--- src/rtl/msrh_mp_fifo_pkg.sv ---
// Shared constants and helpers for the multi-port FIFO and its users.
package msrh_mp_fifo_pkg;

    // Dispatch width; sizes the default enqueue/dequeue lane counts.
    localparam int unsigned DISP_SIZE         = 2;
    localparam int unsigned CMT_DEQ_SIZE      = DISP_SIZE;
    localparam int unsigned MP_FIFO_WIDTH_DEF = 32;
    localparam int unsigned MP_FIFO_DEPTH_DEF = 8;

    typedef logic [31:0] valid_vec_t;

    // True when the set bits form one contiguous run starting at bit 0 (or none are set).
    function automatic logic is_low_packed(input valid_vec_t v);
        return ((v + valid_vec_t'(1)) & v) == '0;
    endfunction

endpackage

--- src/rtl/msrh_mp_fifo_if.sv ---
// Handshake bundle between the FIFO (slave) and its producer/consumer (master).
interface msrh_mp_fifo_if #(
    parameter int unsigned WIDTH     = 32,
    parameter int unsigned DEPTH     = 8,
    parameter int unsigned ENQ_PORTS = 2,
    parameter int unsigned DEQ_PORTS = 2
);
    localparam int unsigned CNT_W     = $clog2(DEPTH + 1);
    localparam int unsigned DEQ_NUM_W = $clog2(DEQ_PORTS + 1);

    logic [ENQ_PORTS-1:0]       i_enq_valid;
    logic [ENQ_PORTS*WIDTH-1:0] i_enq_data;
    logic                       o_enq_ready;
    logic [DEQ_PORTS-1:0]       o_deq_valid;
    logic [DEQ_PORTS*WIDTH-1:0] o_deq_data;
    logic [DEQ_NUM_W-1:0]       i_deq_num;
    logic [CNT_W-1:0]           o_count;
    logic                       o_empty;
    logic                       o_full;

    modport slave (
        input  i_enq_valid, i_enq_data, i_deq_num,
        output o_enq_ready, o_deq_valid, o_deq_data, o_count, o_empty, o_full
    );

    modport master (
        output i_enq_valid, i_enq_data, i_deq_num,
        input  o_enq_ready, o_deq_valid, o_deq_data, o_count, o_empty, o_full
    );

endinterface

--- src/rtl/msrh_wrap_ptr_add.sv ---
// Combinational (ptr + inc) mod DEPTH for any DEPTH; inc must not exceed DEPTH.
module msrh_wrap_ptr_add #(
    parameter int unsigned DEPTH = 8,
    parameter int unsigned ADD_W = 2,
    localparam int unsigned PTR_W = (DEPTH > 1) ? $clog2(DEPTH) : 1
) (
    input  logic [PTR_W-1:0] ptr,
    input  logic [ADD_W-1:0] inc,
    output logic [PTR_W-1:0] result
);
    localparam int unsigned SUM_W = ((PTR_W > ADD_W) ? PTR_W : ADD_W) + 1;

    logic [SUM_W-1:0] sum;
    logic [SUM_W-1:0] wrapped;

    // One conditional subtract wraps correctly even for non-power-of-two depths.
    always_comb begin
        sum     = SUM_W'(ptr) + SUM_W'(inc);
        wrapped = (sum >= SUM_W'(DEPTH)) ? (sum - SUM_W'(DEPTH)) : sum;
        result  = PTR_W'(wrapped);
    end

endmodule

--- src/rtl/msrh_mp_fifo.sv ---
// Multi-port in-order FIFO: up to ENQ_PORTS writes and DEQ_PORTS oldest reads per cycle.
module msrh_mp_fifo
    import msrh_mp_fifo_pkg::*;
#(
    parameter int unsigned WIDTH     = MP_FIFO_WIDTH_DEF,
    parameter int unsigned DEPTH     = MP_FIFO_DEPTH_DEF,
    parameter int unsigned ENQ_PORTS = DISP_SIZE,
    parameter int unsigned DEQ_PORTS = CMT_DEQ_SIZE
) (
    input logic           i_clk,
    input logic           i_reset,
    input logic           i_flush,
    msrh_mp_fifo_if.slave fifo
);
    localparam int unsigned CNT_W     = $clog2(DEPTH + 1);
    localparam int unsigned PTR_W     = (DEPTH > 1) ? $clog2(DEPTH) : 1;
    localparam int unsigned ENQ_CNT_W = $clog2(ENQ_PORTS + 1);
    localparam int unsigned DEQ_NUM_W = $clog2(DEQ_PORTS + 1);

    logic [WIDTH-1:0]     mem_q [DEPTH];
    logic [PTR_W-1:0]     rd_ptr_q, rd_ptr_d, wr_ptr_q, wr_ptr_d;
    logic [CNT_W-1:0]     count_q, count_d;
    logic [PTR_W-1:0]     wr_addr [ENQ_PORTS];
    logic [PTR_W-1:0]     rd_addr [DEQ_PORTS];
    logic [CNT_W-1:0]     free_cnt;
    logic                 enq_ready, enq_fire;
    logic [ENQ_CNT_W-1:0] n_enq, n_enq_eff;

    // Readiness looks only at registered occupancy, keeping deq_num off the ready path.
    always_comb begin
        free_cnt  = CNT_W'(DEPTH) - count_q;
        enq_ready = free_cnt >= CNT_W'(ENQ_PORTS);
        n_enq     = '0;
        for (int k = 0; k < ENQ_PORTS; k++) begin
            n_enq = n_enq + ENQ_CNT_W'(fifo.i_enq_valid[k]);
        end
        enq_fire  = enq_ready && (|fifo.i_enq_valid);
        n_enq_eff = enq_fire ? n_enq : '0;
        count_d   = count_q + CNT_W'(n_enq_eff) - CNT_W'(fifo.i_deq_num);
    end

    msrh_wrap_ptr_add #(.DEPTH(DEPTH), .ADD_W(ENQ_CNT_W)) u_wr_ptr_add (
        .ptr    (wr_ptr_q),
        .inc    (n_enq_eff),
        .result (wr_ptr_d)
    );

    msrh_wrap_ptr_add #(.DEPTH(DEPTH), .ADD_W(DEQ_NUM_W)) u_rd_ptr_add (
        .ptr    (rd_ptr_q),
        .inc    (fifo.i_deq_num),
        .result (rd_ptr_d)
    );

    for (genvar k = 0; k < ENQ_PORTS; k++) begin : g_wr_addr
        msrh_wrap_ptr_add #(.DEPTH(DEPTH), .ADD_W(ENQ_CNT_W)) u_add (
            .ptr    (wr_ptr_q),
            .inc    (ENQ_CNT_W'(k)),
            .result (wr_addr[k])
        );
    end

    for (genvar k = 0; k < DEQ_PORTS; k++) begin : g_rd_addr
        msrh_wrap_ptr_add #(.DEPTH(DEPTH), .ADD_W(DEQ_NUM_W)) u_add (
            .ptr    (rd_ptr_q),
            .inc    (DEQ_NUM_W'(k)),
            .result (rd_addr[k])
        );
    end

    // Pointer/occupancy state; reset beats flush, both clear everything.
    always_ff @(posedge i_clk) begin
        if (i_reset || i_flush) begin
            rd_ptr_q <= '0;
            wr_ptr_q <= '0;
            count_q  <= '0;
        end else begin
            rd_ptr_q <= rd_ptr_d;
            wr_ptr_q <= wr_ptr_d;
            count_q  <= count_d;
        end
    end

    // Storage write; contents are never cleared, validity comes from count_q.
    always_ff @(posedge i_clk) begin
        if (!i_reset && !i_flush && enq_fire) begin
            for (int k = 0; k < ENQ_PORTS; k++) begin
                if (fifo.i_enq_valid[k]) begin
                    mem_q[wr_addr[k]] <= fifo.i_enq_data[k*WIDTH +: WIDTH];
                end
            end
        end
    end

    // Output lanes present the oldest entries straight from storage.
    always_comb begin
        fifo.o_deq_data  = '0;
        fifo.o_deq_valid = '0;
        for (int k = 0; k < DEQ_PORTS; k++) begin
            fifo.o_deq_valid[k]              = count_q > CNT_W'(k);
            fifo.o_deq_data[k*WIDTH +: WIDTH] = mem_q[rd_addr[k]];
        end
        fifo.o_enq_ready = enq_ready;
        fifo.o_count     = count_q;
        fifo.o_empty     = count_q == '0;
        fifo.o_full      = count_q == CNT_W'(DEPTH);
    end

    // Protocol and invariant checks; simulation only, no effect on the datapath.
    always_ff @(posedge i_clk) begin
        if (!i_reset) begin
            assert (CNT_W'(fifo.i_deq_num) <= count_q)
            else $error("deq_num exceeds occupancy");
            assert (is_low_packed(valid_vec_t'(fifo.i_enq_valid)))
            else $error("enq_valid not low-packed");
            assert (count_q <= CNT_W'(DEPTH))
            else $error("occupancy above depth");
            assert (!(fifo.o_full && enq_ready))
            else $error("full and ready both set");
        end else begin
            assert (fifo.i_enq_valid == '0)
            else $warning("enqueue request ignored while reset is asserted");
        end
    end

endmodule

--- src/flat_wrapper.sv ---
// flat-port wrapper written by rule: the top's interface ports become plain ports
module msrh_mp_fifo_flat import msrh_mp_fifo_pkg::*;
#(
    parameter int unsigned WIDTH     = MP_FIFO_WIDTH_DEF,
    parameter int unsigned DEPTH     = MP_FIFO_DEPTH_DEF,
    parameter int unsigned ENQ_PORTS = DISP_SIZE,
    parameter int unsigned DEQ_PORTS = CMT_DEQ_SIZE
)
  (i_clk, i_reset, i_flush, fifo_i_enq_valid, fifo_i_enq_data, fifo_i_deq_num, fifo_o_enq_ready, fifo_o_deq_valid, fifo_o_deq_data, fifo_o_count, fifo_o_empty, fifo_o_full);
  msrh_mp_fifo_if #(.WIDTH(WIDTH), .DEPTH(DEPTH), .ENQ_PORTS(ENQ_PORTS), .DEQ_PORTS(DEQ_PORTS)) fifo_i ();
  input logic i_clk;
  input logic i_reset;
  input logic i_flush;
  input wire logic [$bits(fifo_i.i_enq_valid)-1:0] fifo_i_enq_valid;
  input wire logic [$bits(fifo_i.i_enq_data)-1:0] fifo_i_enq_data;
  input wire logic [$bits(fifo_i.i_deq_num)-1:0] fifo_i_deq_num;
  output wire logic [$bits(fifo_i.o_enq_ready)-1:0] fifo_o_enq_ready;
  output wire logic [$bits(fifo_i.o_deq_valid)-1:0] fifo_o_deq_valid;
  output wire logic [$bits(fifo_i.o_deq_data)-1:0] fifo_o_deq_data;
  output wire logic [$bits(fifo_i.o_count)-1:0] fifo_o_count;
  output wire logic [$bits(fifo_i.o_empty)-1:0] fifo_o_empty;
  output wire logic [$bits(fifo_i.o_full)-1:0] fifo_o_full;
  assign fifo_i.i_enq_valid = fifo_i_enq_valid;
  assign fifo_i.i_enq_data = fifo_i_enq_data;
  assign fifo_i.i_deq_num = fifo_i_deq_num;
  assign fifo_o_enq_ready = fifo_i.o_enq_ready;
  assign fifo_o_deq_valid = fifo_i.o_deq_valid;
  assign fifo_o_deq_data = fifo_i.o_deq_data;
  assign fifo_o_count = fifo_i.o_count;
  assign fifo_o_empty = fifo_i.o_empty;
  assign fifo_o_full = fifo_i.o_full;
  msrh_mp_fifo #(.WIDTH(WIDTH), .DEPTH(DEPTH), .ENQ_PORTS(ENQ_PORTS), .DEQ_PORTS(DEQ_PORTS)) u_core (.i_clk(i_clk), .i_reset(i_reset), .i_flush(i_flush), .fifo(fifo_i));
endmodule
--- config.mk ---
export PLATFORM = sky130hd
export DESIGN_NAME = msrh_mp_fifo_flat
export DESIGN_NICKNAME = d
export VERILOG_FILES = /design/src/rtl/msrh_mp_fifo_pkg.sv /design/src/rtl/msrh_mp_fifo_if.sv /design/src/rtl/msrh_wrap_ptr_add.sv /design/src/rtl/msrh_mp_fifo.sv /design/src/flat_wrapper.sv
export SDC_FILE = /design/constraint.sdc
export NUM_CORES = 1
export LEC_CHECK = 0
export ABC_CLOCK_PERIOD_IN_PS = 6200
export BUFFER_PORTS_ARGS = -buffer_cell sky130_fd_sc_hd__buf_2
export CORE_MARGIN = 3
export CORE_UTILIZATION = 35
export DETAILED_ROUTE_END_ITERATION = 10
export PLACE_DENSITY_LB_ADDON = 0.1
export SLEW_MARGIN = 25
export SYNTH_ARGS = -nofsm -noshare
export SYNTH_HDL_FRONTEND = slang
export SYNTH_SLANG_ARGS = --single-unit
--- constraint.sdc ---
create_clock -name i_clk -period 6.2 [get_ports i_clk]
set_clock_uncertainty 0.2 [all_clocks]
set_input_delay 1.24 -clock i_clk [delete_from_list [all_inputs] [get_ports i_clk]]
set_output_delay 1.24 -clock i_clk [all_outputs]
set_load 0.05 [all_outputs]
=== Word level (Yosys, flattened, before mapping) ===
Memory sizes are Yosys's and may differ from the RTL's.
Index checks and enable logic that the tools add are counted.

* Shifts and indexed selects: 0
* Reductions and logical operators: 8
* Div/mod/pow operators: 0
* Bitwise logic cells: 0
* $lt $le $gt $ge: 9
* Multipliers: 0
* $add $sub $neg: 14
* Multiplexer cells: 13
* Eq/ne operators: 1

{| class="wikitable"
|+ Operators with widths
! cell !! count
|-
| two-way mux 3 bit || 6
|-
| subtractor 3 x 1 -> 3 bit, second input constant || 6
|-
| greater-or-equal comparator 4 bit, second input constant || 4
|-
| adder 3 x 1 -> 4 bit, second input constant || 2
|-
| adder 3 x 2 -> 4 bit || 2
|-
| greater-or-equal comparator 3 x 4 -> 1 bit, second input constant || 2
|-
| > comparator 4 x 1 -> 1 bit, second input constant || 2
|-
| two-way mux 1 bit || 6
|-
| adder 4 x 2 -> 4 bit || 1
|-
| equality test 4 bit, second input constant || 1
|-
| greater-or-equal comparator 4 x 2 -> 1 bit, second input constant || 1
|-
| zero test 4 bit || 1
|-
| subtractor 4 x 2 -> 4 bit || 1
|-
| subtractor 4 bit, first input constant || 1
|-
| logical AND 1 bit || 3
|-
| adder 1 x 1 -> 2 bit || 1
|-
| zero test 1 bit || 2
|-
| two-way mux 2 bit || 1
|-
| OR reduction 2 bit || 1
|-
| logical OR 1 bit || 1
|}

* Output and inout bits: 73
* Word-level logic and storage cells: 49
* Input port bits: 71
* Memories: 1
* Register bits after elaboration: 10
* Bits in read-only memories: 0
* Bits in latches: 0
* Memory bits (writable): 256

{| class="wikitable"
|+ Memory list
! memory !! words !! bits a word !! read ports !! clocked after Yosys merged registers in !! wr ports !! line !! RTL
|-
| u_core.mem_q || 8 || 32 || 2 || 0 || 2 || msrh_mp_fifo.sv:20 || <nowiki>logic [WIDTH-1:0] mem_q [DEPTH];</nowiki>
|}

=== Longest topological paths before layout ===
* Depth after elaboration: 7
* Mapped depth: 13
* Depth with buffers taken out: 13

=== By module ===
From an unflattened synthesis, not the netlist that was laid out.

* Cell total of the unflattened synthesis: 890
* Area, all modules: 15781.4 µm²

{| class="wikitable"
|+ Modules (own cells, without submodules)
! module !! times used !! seq. area each (µm²) !! cells each !! area an instance (µm²)
|-
| msrh_mp_fifo || 1 || 7887.6 || 872 || 15533.6
|-
| msrh_wrap_ptr_add || 6 || 0.0 || 3 || 41.3
|}

=== Worst setup path after synthesis ===
Ideal clock, no wire load.

* Kind: flip-flop to flip-flop
* Start point: register u_core.count_q[1], in the netlist u_core.fifo.o_count[1]
* End point: memory u_core.mem_q[1][0] (enable)
* Path buffers: 0
* Clock period less this slack: 5.079 ns
* Stages on the path, launching flop included: 8
* Setup time: 0.466 ns
* Path slack: 1.121 ns
* Data required time: 5.534 ns
* Data arrival time: 4.413 ns
* Path through: dfxtp_1 inv_1 ha_1 nor2b_1 o2111a_1 inv_2 nand4b_1 o21ai_0

{| class="wikitable"
|+ RTL lines
! element !! line !! RTL
|-
| start: declaration || msrh_mp_fifo.sv:22 || <nowiki>logic [CNT_W-1:0] count_q, count_d;</nowiki>
|-
| start signal: assignment || msrh_mp_fifo.sv:79 || <nowiki>count_q <= count_d;</nowiki>
|-
| end: declaration || msrh_mp_fifo.sv:20 ||
|}

=== Final worst setup path ===
* Start point: register u_core.rd_ptr_q[1]
* End point: output fifo_o_deq_data[46]

* Longest elaborated chain between the ends: 4
* Elaborated cells between the ends (all ways): 5
* Classes of those cells: 2 x add/sub; 1 x order compare; 1 x mux; 1 x memory

{| class="wikitable"
|+ Ends and longest elaborated chain
! element !! line !! RTL
|-
| start: declaration || msrh_mp_fifo.sv:21 || <nowiki>logic [PTR_W-1:0] rd_ptr_q, rd_ptr_d, wr_ptr_q, wr_ptr_d;</nowiki>
|-
| start signal: assignment || msrh_mp_fifo.sv:77 || <nowiki>rd_ptr_q <= rd_ptr_d;</nowiki>
|-
| adder 3 x 1 -> 4 bit * || msrh_wrap_ptr_add.sv:18 || <nowiki>sum = SUM_W'(ptr) + SUM_W'(inc);</nowiki>
|-
| greater-or-equal comparator 4 bit or subtractor 3 x 1 -> 3 bit (tied branches) || msrh_wrap_ptr_add.sv:19 || <nowiki>wrapped = (sum >= SUM_W'(DEPTH)) ? (sum - SUM_W'(DEPTH)) : sum;</nowiki>
|-
| two-way mux 3 bit * || msrh_wrap_ptr_add.sv:19 ||
|-
| memory read (8 x 32 bit) * || - ||
|-
| end: declaration || flat_wrapper.sv:19 || <nowiki>output wire logic [$bits(fifo_i.o_deq_data)-1:0] fifo_o_deq_data;</nowiki>
|}

Mark *: on every way between the ends. The rest lies on a longest branch, timed or not.

==> results_dict.tcl <==
set metrics [dict create \
    multiInputGateArea_um2 7390 \
    fin_tns_setup_ns 0 \
    powerDensity_nw_per_um2 263 \
    fill_cells 4070 \
    drt-pass1-iter-count 4 \
    setup_viol_count_final 0 \
    rsz0062_at_grt "false" \
    synthCells 879 \
    postCtsSetupBuffers 0 \
    grt_pass1_vias 9725 \
    final_antenna_net_count 0 \
    insertion_delay_ns 0.55 \
    synth-simple-area-share_pct 1.65 \
    cts_buffers 30 \
    ir_drop_uv 218 \
    drtIter0Drc 619 \
    final_max_slew_viol_count 0 \
    ys.flop_type "edfxtp_1" \
    outcome "finished clean" \
    r2r-start "u_core.fifo.o_count[0]" \
    dieArea_um2 47100 \
    async_flop_share_pct 0 \
    max_freq_ghz 0.206 \
    yosysWarnings 0 \
    final_util_pct 41.2 \
    cts-htree-levels 1 \
    io_pins 144 \
    design_power_total_mw 4.72 \
    dr_total_vias 9008 \
    rows 76 \
    clk_path_buf_depth 3 \
    final-seq-area_um2 7900 \
    synth-edff-count 256 \
    finalHoldViolCount 0 \
    wl_per_cell_um 26.8 \
    area_growth_syn_to_layout_pct 15.2 \
    synthesis.nets 970 \
    wl_um 43700 \
    yosys-mux-area-fraction_pct 41.6 \
    drive_gt1_share_pct 65.3 \
    grt_usage_pct 18.7 \
    antenna_found_initial 4 \
    crit_path_start_kind "flip-flop" \
    cp-endpoint "fifo_o_deq_data[46]" \
    cts-root-buf "clkbuf_16" \
    worstPathArrival_ns 3.43 \
    grt_max_degree 130 \
    startpoint "u_core.rd_ptr_q[1]" \
    cts_tree "yes" \
    synth_area_per_cell_um2 17.7 \
    crit_fanout 31 \
    synth_cell_types 44 \
    cts_resized 0 \
    die_x_um 217 \
    crit_type "flip-flop to primary output" \
    crit_required_ns 4.76 \
    gp_congestion 0.725 \
    leakagePower_nw 5.81 \
    final_cells 1631 \
    r2r_cells 8 \
    fin_crit_ns 4.87 \
    hpwl_um 26100 \
    ys_ff_latch 266 \
    ys_seq_area_share_pct 50.6 \
    hold_path.class "flip-flop to flip-flop" \
    clk_pin_slew_ns 0.06 \
    reg2reg_slack_ns 2.43 \
    nets 1110 \
    place_inst 1572 \
    drc 0 \
    synthAdderAreaFrac_pct 1.80 \
    core_area_um2 43600 \
    cts.sinks 266 \
    dieHeight_um 217 \
    slew_headroom_pct 38.4 \
    end_kind "primary output" \
    viasPerCell 5.52 \
    cap_violations 0 \
    finalCritPeriodShare_pct 78.5 \
    cts-hold-fix-buffers 0 \
    io_buffer_count 143 \
    synth-compound-area-share_pct 1.03 \
    tightest_slew_ns 0.923 \
    grt_pass1_wl_um 65800 \
    syn_area_um2 15600 \
    overflow 0 \
    synth_xor_xnor_area_share_pct 0.393 \
    initial_core_util_pct 35.8 \
    regToRegEndpoint "u_core.mem_q[3][30]" \
    synth_top_family_by_area "multiplexers" \
]
[cells in the mapped netlist, drive strengths merged, types with 5 or more instances]
cell    instances  area share, %
mux2          320             23
edfxtp        256             49
mux4          128             18
buf            42            2.0
clkbuf         19           0.46
inv            19           0.46
ha             16            1.3
dfxtp          10            1.3
nor2            9           0.22
o21bai          7           0.34
and2            5           0.20
[power breakdown]
| group | switching (mW) | leakage [nW] | internal, mW |
|---|---|---|---|
| clock | 0.742 | 0.446 | 0.927 |
| combinational | 0.626 | 2.97 | 0.370 |
| sequential | 0.0359 | 2.39 | 2.02 |
[worst max-delay path, cell delays in order, from the launching register on]
cell	delay, ns
dfxtp_4	0.82
ha_4	0.60
buf_4	0.48
mux4_2	0.37
mux2_2	0.32
buf_2	0.23
[through the flow]
stage | hold WS [ns] | cell area [um^2] | setup WS, ns
2_1_floorplan | 0.362 | 15600 | 1.12
3_3_place_gp | 0.384 | 17000 | 1.59
3_5_place_dp | 0.401 | 17100 | 1.53
4_1_cts | 0.411 | 18000 | 1.18
5_1_grt | 0.432 | 18000 | 1.15
6_report | 0.404 | 18000 | 1.33
[area by class of cell]
| type | instances | share of cell area (%) |
|---|---|---|
| timing repair buffer | 169 | 5.36 |
| tap | 585 | 4.08 |
| multi-input combinational | 533 | 41.1 |
| clock buffer | 36 | 4.31 |
| antenna | 3 | 0.0418 |
| inverter | 19 | 0.397 |
| sequential | 266 | 44.0 |
| clock inverter | 20 | 0.718 |
[cell families after synthesis]
family          Yosys count
compound gates           20
buf+inv                  80
simple gates             38
flops                   266
xor+xnor                  7
fa+ha+maj                20
mux                     448
[placed cells by master, fill, tap and decap left out, drive strengths merged, types with 2 or more instances in the layout]
cell,Yosys,final
diode,0,3
nor2,9,9
or2,2,2
nand2b,2,2
a21o,2,2
inv,19,19
nand3,4,4
clkbuf,19,36
mux4,128,128
and2,5,5
xor2,4,4
mux2,320,320
o21ai,3,3
xnor2,3,3
fa,4,4
a21oi,4,4
clkinv,0,18
o21bai,7,7
ha,16,16
nor3,4,4
dfxtp,10,10
buf,42,169
edfxtp,256,256
nand2,3,3
[routing by layer]
metal | track usage, % | up-vias | part of all wire, %
met5 | 0 | - | 0.016
met4 | 3.72 | 2 | 1.5
met3 | 2.57 | 45 | 4.1
met2 | 30.6 | 198 | 48
met1 | 26.8 | 4843 | 46
li1 | - | 3920 | -
[flip-flops by register name, summed over array words and instances, names as in the netlist]
name	cells
u_core.rd_ptr_q	3
u_core.mem_q	256
u_core.wr_ptr_q	3
u_core.fifo.o_count	4
[worst min-delay path by stage]
stage                       start                 end  slack, ns  cells past startpoint
2_1_floorplan  u_core.wr_ptr_q[2]  u_core.wr_ptr_q[2]       0.36                      2
3_3_place_gp   u_core.wr_ptr_q[2]  u_core.wr_ptr_q[2]       0.38                      2
3_5_place_dp   u_core.wr_ptr_q[2]  u_core.wr_ptr_q[2]       0.40                      2
4_1_cts        u_core.wr_ptr_q[2]  u_core.wr_ptr_q[2]       0.41                      2
5_1_grt        u_core.wr_ptr_q[2]  u_core.wr_ptr_q[2]       0.43                      2
6_report       u_core.wr_ptr_q[2]  u_core.wr_ptr_q[2]       0.40                      2
(Power assumes the default switching activity.)
